===== config.mk =====
export PLATFORM = sky130hd
export DESIGN_NAME = mem_lat_shim
export DESIGN_NICKNAME = d
export VERILOG_FILES = /design/src/rtl/mem_lat_shim.sv
export SDC_FILE = /design/constraint.sdc
export NUM_CORES = 1
export LEC_CHECK = 0
export CAP_MARGIN = 5
export CORE_AREA = 2 2 189 191
export DETAILED_ROUTE_END_ITERATION = 7
export DIE_AREA = 0 0 191 193
export PLACE_DENSITY_LB_ADDON = 0.2
export SYNTH_ARGS = -nofsm -noshare
export SYNTH_HDL_FRONTEND = slang
export SYNTH_SLANG_ARGS = --single-unit

===== constraint.sdc =====
create_clock -name clk_i -period 3 [get_ports clk_i]
set_input_delay 0.3 -clock clk_i [delete_from_list [all_inputs] [get_ports clk_i]]
set_output_delay 0.3 -clock clk_i [all_outputs]
set_load 0.01 [all_outputs]

===== src/rtl/mem_lat_shim.sv =====
`default_nettype none
// ============================================================================
//  Module      : mem_lat_shim
//  Description : Per-port latency and credit shim between TL-UL SRAM adapters
//                and single-cycle memories. Generates rvalid for reads, delays
//                read data by a fixed latency and caps in-flight reads.
//  Revision    : 1.0 - initial release
// ============================================================================
module mem_lat_shim #(
  parameter int NumPorts       = 2,
  parameter int AddrW          = 21,
  parameter int DataW          = 32,
  parameter int Latency        = 1,
  parameter int MaxOutstanding = 2
) (
  input  logic                           clk_i,
  input  logic                           rst_i,
  input  logic [NumPorts-1:0]            req_i,
  input  logic [NumPorts-1:0]            we_i,
  input  logic [NumPorts-1:0][AddrW-1:0] addr_i,
  input  logic [NumPorts-1:0][DataW-1:0] wdata_i,
  input  logic [NumPorts-1:0][DataW-1:0] strb_i,
  input  logic [NumPorts-1:0]            stall_i,
  output logic [NumPorts-1:0]            gnt_o,
  output logic [NumPorts-1:0][DataW-1:0] rdata_o,
  output logic [NumPorts-1:0]            rvalid_o,
  output logic [NumPorts-1:0]            mem_req_o,
  output logic [NumPorts-1:0]            mem_we_o,
  output logic [NumPorts-1:0][AddrW-1:0] mem_addr_o,
  output logic [NumPorts-1:0][DataW-1:0] mem_wdata_o,
  output logic [NumPorts-1:0][DataW-1:0] mem_strb_o,
  input  logic [NumPorts-1:0]            mem_gnt_i,
  input  logic [NumPorts-1:0][DataW-1:0] mem_rdata_i,
  output logic [NumPorts-1:0][3:0]       outstanding_o
);

  localparam logic [3:0] c_max_out = 4'(MaxOutstanding);

  for (genvar p = 0; p < NumPorts; p++) begin : g_port
    logic       w_credit_ok;
    logic       w_rd_acc;
    logic       w_rvalid;
    logic       r_acc;
    logic [3:0] r_cnt;

    // A returning rvalid does not free credit until the following cycle.
    assign w_credit_ok    = (r_cnt < c_max_out) & ~stall_i[p];
    assign mem_req_o[p]   = req_i[p] & w_credit_ok;
    assign mem_we_o[p]    = we_i[p];
    assign mem_addr_o[p]  = addr_i[p];
    assign mem_wdata_o[p] = wdata_i[p];
    assign mem_strb_o[p]  = strb_i[p];
    assign gnt_o[p]       = mem_req_o[p] & mem_gnt_i[p];
    assign w_rd_acc       = gnt_o[p] & ~we_i[p];

    assign rvalid_o[p]      = w_rvalid;
    assign outstanding_o[p] = r_cnt;

    // Registered read-accept: marks the cycle in which memory data is valid.
    always_ff @(posedge clk_i) begin
      if (rst_i) r_acc <= 1'b0;
      else       r_acc <= w_rd_acc;
    end

    // In-flight read counter: +1 on read accept, -1 on rvalid.
    always_ff @(posedge clk_i) begin
      if (rst_i) begin
        r_cnt <= 4'd0;
      end else if (w_rd_acc && !w_rvalid) begin
        r_cnt <= r_cnt + 4'd1;
      end else if (!w_rd_acc && w_rvalid) begin
        r_cnt <= r_cnt - 4'd1;
      end
    end

    // Counter must stay within 0..MaxOutstanding.
    always_ff @(posedge clk_i) begin
      if (!rst_i) begin
        a_no_overflow: assert (!(w_rd_acc && !w_rvalid && (r_cnt >= c_max_out)));
        a_no_underflow: assert (!(w_rvalid && !w_rd_acc && (r_cnt == 4'd0)));
      end
    end

    if (Latency == 1) begin : g_lat1
      assign w_rvalid   = r_acc;
      assign rdata_o[p] = mem_rdata_i[p];
    end else begin : g_latn
      localparam int c_depth = Latency - 1;
      logic [c_depth-1:0]            r_pv;
      logic [c_depth-1:0][DataW-1:0] r_pd;

      // Valid/data shift line; stage 0 captures memory data with the accept bit.
      always_ff @(posedge clk_i) begin
        if (rst_i) begin
          r_pv <= '0;
          r_pd <= '0;
        end else begin
          r_pv[0] <= r_acc;
          r_pd[0] <= mem_rdata_i[p];
          for (int i = 1; i < c_depth; i++) begin
            r_pv[i] <= r_pv[i-1];
            r_pd[i] <= r_pd[i-1];
          end
        end
      end

      assign w_rvalid   = r_pv[c_depth-1];
      assign rdata_o[p] = r_pd[c_depth-1];
    end
  end

endmodule
`default_nettype wire


==> results.txt, run 1 <==
----------------------------------------------------
[Status]
  Outcome ... completed

[Route]
  Violation count after the first detailed-routing iteration ... 5
  Routed via count ... 973
  Via-to-Cell Ratio ... 1.74
  Count of nets left with antenna violations after detail routing ... 0
  Number of iterations in the first detailed-routing pass ... 2
  Remaining routing DRC violations ... 0
  Post-detailed-routing wire length ... 7.45 mm
  Wirelength per Cell ... 13.3 um

[Critical path]
  Data required time at the worst endpoint ... 3.13 ns
  Bufs and invs on worst path ... 2
  Crit Path Class ... input pin to register
  Cells along the critical path ... clkdlybuf4s50_1 > nor4_2 > and2_1 > nand2_1 > nor2_1 > ha_1 > inv_1 > ha_1 > a21oi_1 > a211oi_2 > a31oi_1 > mux2_2
  Worst-path cell with the longest stage delay ... clkdlybuf4s50_1
  Critical path startpoint category ... input pin
  Highest cell delay on the worst timing path ... 0.42 ns
  Startpoint of the worst-slack reg-to-reg timing path ... g_port[1].r_cnt[2]
  Crit path arrival time ... 2.76 ns
  Category of the worst setup path capture point ... register
  Crit-path max FO ... 4
  Endpoint of the lowest-slack register-to-register path ... g_port[1].r_cnt[3]
  Critical path's top delay family ... simple AND/OR/NAND/NOR gates
  R2r worst-path depth ... 11
  Most common cell on crit path ... ha_1
  Reg2reg setup slack ... 0.38 ns

[Global routing]
  First-pass GRT wire length ... 9.05 mm
  Global route total overflow ... 0
  Top Usage Layer GRT ... met4
  Number of antenna violations at the first check in global routing ... 0
  Met1 Resource Use GR ... 1.69%
  Number of global-route vias before repair ... 1,076
  Met2 layer usage reported by global route ... 5.38%
  Overall track demand over capacity in global routing ... 3.91%
  Largest net degree at the start of global routing ... 13
  Met3 usage ... 4.78%

[Placement]
  Hpwl dp ... 6.30 mm
  Total placed cells including tap cells ... 555
  Final weighted congestion in routability-driven placement ... 0.612
  Placed cell areas ... 1440 um2
  IO Port Bufs ... 25

[Timing]
  Slew of the pin with the lowest slew margin ... 0.627 ns
  Endpoints failing setup ... 0
  Worst rel slew slack ... 58.1%
  Minimum period implied by the final worst setup slack ... 2.63 ns
  Fin crit share ... 87.5%
  RSZ-0062 raised after global routing ... false
  Final count of pins violating max slew ... 0
  Endpoints failing hold ... 0
  Skew final ... 0.000655 ns
  Highest attainable clock frequency ... 381 MHz

[Layout]
  Diode count ... 0
  Share of the core filled with cells ... 4.35%
  Leading cell types in the layout, fill and taps excluded ... clkdlybuf4s50_1 (25), nor2_1 (14), dfxtp_1 (10)
  Layout Area Growth over Synthesis ... -36.8%
  Final non-filler cell total ... 558
  Final instance area ... 1520 um2
  Final net count ... 351
  Filler cell count ... 4,165
  Layout cells sized above 1 ... 10.3%
  Commonest non-fill, non-tap cell in the layout ... clkdlybuf4s50_1

[Yosys]
  Syn. warnings ... 0
  Count of unique library cells instantiated by Yosys ... 23
  Yosys reg bits ... 10
  Average cell area after synthesis ... 7.84 um2
  Part of the Yosys area used for sequential elements ... 8.32%
  Area of the mapped netlist ... 2410 um2
  Total nets after synthesis ... 559
  Gate count of the mapped netlist ... 307

[Clock tree]
  Cell at the root of the clock tree ... clkbuf_16
  H-tree levels ... 1
  CTS tree ... built
  Clock buffers created by TritonCTS ... 3
  Clock Latency Late Sink ... 0.24 ns
  Clk buf depth ... 2
  Total of hold buffers inserted after clock tree synthesis ... 0
  # Post-CTS Setup Buffers ... 0
  Cts repair resizes ... 0
  Worst-path clk slew ... 0.04 ns
  Sinks on the clock net ... 10

[Hold path]
  Worst Min Path Start ... g_port[1].r_cnt[3]
  Hold Path Sink ... g_port[1].r_cnt[3]
  Hold Path Stages ... 2
  Class of the tightest hold or removal check ... register to register

[Floorplan]
  Boundary pin count ... 494
  Core area ... 35,000 um2
  Width of the die ... 191 um
  Number of rows created at floorplan ... 69
  Die Area ... 36,900 um2
  Die Height ... 193 um
  Starting density of the core ... 6.88%

[Job]
  Number of max-cap violations ... 0

[Power]
  Leakage dissipation ... 0.401 nW
  Power density over the cells ... 333 nW/um2
  Peak ir drop on the vdd network ... 0.139 mV

----------------------------------------------------
## stage by stage
step | worst slack [ns] | TNS (ns) | hold WS (ns) | power [W]
2_1_floorplan | 0.556 | 0 | 0.379 | 0.000526
3_3_place_gp | 0.0646 | 0 | 0.577 | 0.000259
3_5_place_dp | -0.0280 | -0.0280 | 0.576 | 0.000259
4_1_cts | 0.238 | 0 | 0.588 | 0.000529
5_1_grt | 0.0952 | 0 | 0.600 | 0.000542
6_report | 0.374 | 0 | 0.595 | 0.000507
## report_power, final
| group | internal, W | switching (W) | total [W] |
|---|---|---|---|
| combinational | 0.0000565 | 0.0000467 | 0.000103 |
| sequential | 0.000141 | 0.00000957 | 0.000150 |
| clock | 0.000175 | 0.0000790 | 0.000254 |
## state kept, by name (all words and copies together) (netlist names)
name          cells
g_port.r_cnt      8
g_port.r_acc      2
## tightest hold or removal path: stages (launching register included)
cell     delay [ns]
dfxtp_1        0.33
nor2_1         0.10
mux2_2         0.14
## cell type report
class / count / area [um2] / share of cell area [%]
sequential: 10 / 200 / 13.2
multi-input combinational: 50 / 374 / 24.6
timing repair buffer: 28 / 273 / 17.9
tap: 461 / 577 / 37.9
inverter: 6 / 22.5 / 1.48
clock buffer: 3 / 75.1 / 4.93
## cell usage after synthesis
cell | n | area [um2]
a31oi_1 | 2 | 12.5
nor4_1 | 2 | 12.5
a21oi_1 | 4 | 20.0
xor2_1 | 2 | 17.5
nor2b_1 | 2 | 12.5
clkbuf_1 | 1 | 3.75
a211oi_2 | 2 | 25.0
dfxtp_1 | 10 | 200
nor2_1 | 14 | 52.6
nand2_1 | 2 | 7.51
buf_12 | 1 | 20.0
nor3_1 | 2 | 10.0
and2_1 | 2 | 12.5
buf_4 | 238 | 1790
xnor2_1 | 2 | 17.5
mux2i_1 | 2 | 20.0
fa_1 | 2 | 40.0
buf_2 | 1 | 5.00
inv_1 | 6 | 22.5
nand3_1 | 2 | 10.0
mux2_2 | 1 | 11.3
ha_1 | 6 | 75.1
mux2_1 | 1 | 11.3
## per-layer routing
| layer | up-vias | part of all wire (%) |
|---|---|---|
| met5 | - | 0 |
| met4 | 0 | 16 |
| met3 | 114 | 26 |
| met2 | 232 | 41 |
| met1 | 335 | 16 |
| li1 | 292 | - |
## logic make-up after synthesis
family,count (synthesis),share of synthesized area [%]
mux,4,1.77
buf+inv,247,76.4
compound gates,8,2.39
simple gates,26,4.89
xor+xnor,4,1.46
flops,10,8.32
fa+ha+maj,8,4.78
## how the worst max path moves through the flow
| stage | slack (ns) | startpoint | cells past startpoint | end |
|---|---|---|---|---|
| after detailed placement | -0.03 | stall_i[1] | 12 | g_port[1].r_cnt[3] |
| after CTS | 0.24 | stall_i[1] | 12 | g_port[1].r_cnt[3] |
| after floorplan | 0.56 | g_port[1].r_cnt[1] | 11 | g_port[1].r_cnt[3] |
| after global placement | 0.06 | stall_i[1] | 12 | g_port[1].r_cnt[3] |
| after global routing | 0.1 | g_port[1].r_cnt[2] | 11 | g_port[1].r_cnt[3] |
| final | 0.37 | stall_i[1] | 12 | g_port[1].r_cnt[3] |
No activity file was read; power rests on OpenSTA's default activity.
==> inputs of run 2 (changes only) <==
Settings changed: SKIP_LAST_GASP set to 1.
==> results of run 2 <==
Same layout as run 1: the final DEF is identical, and so are final timing and power.
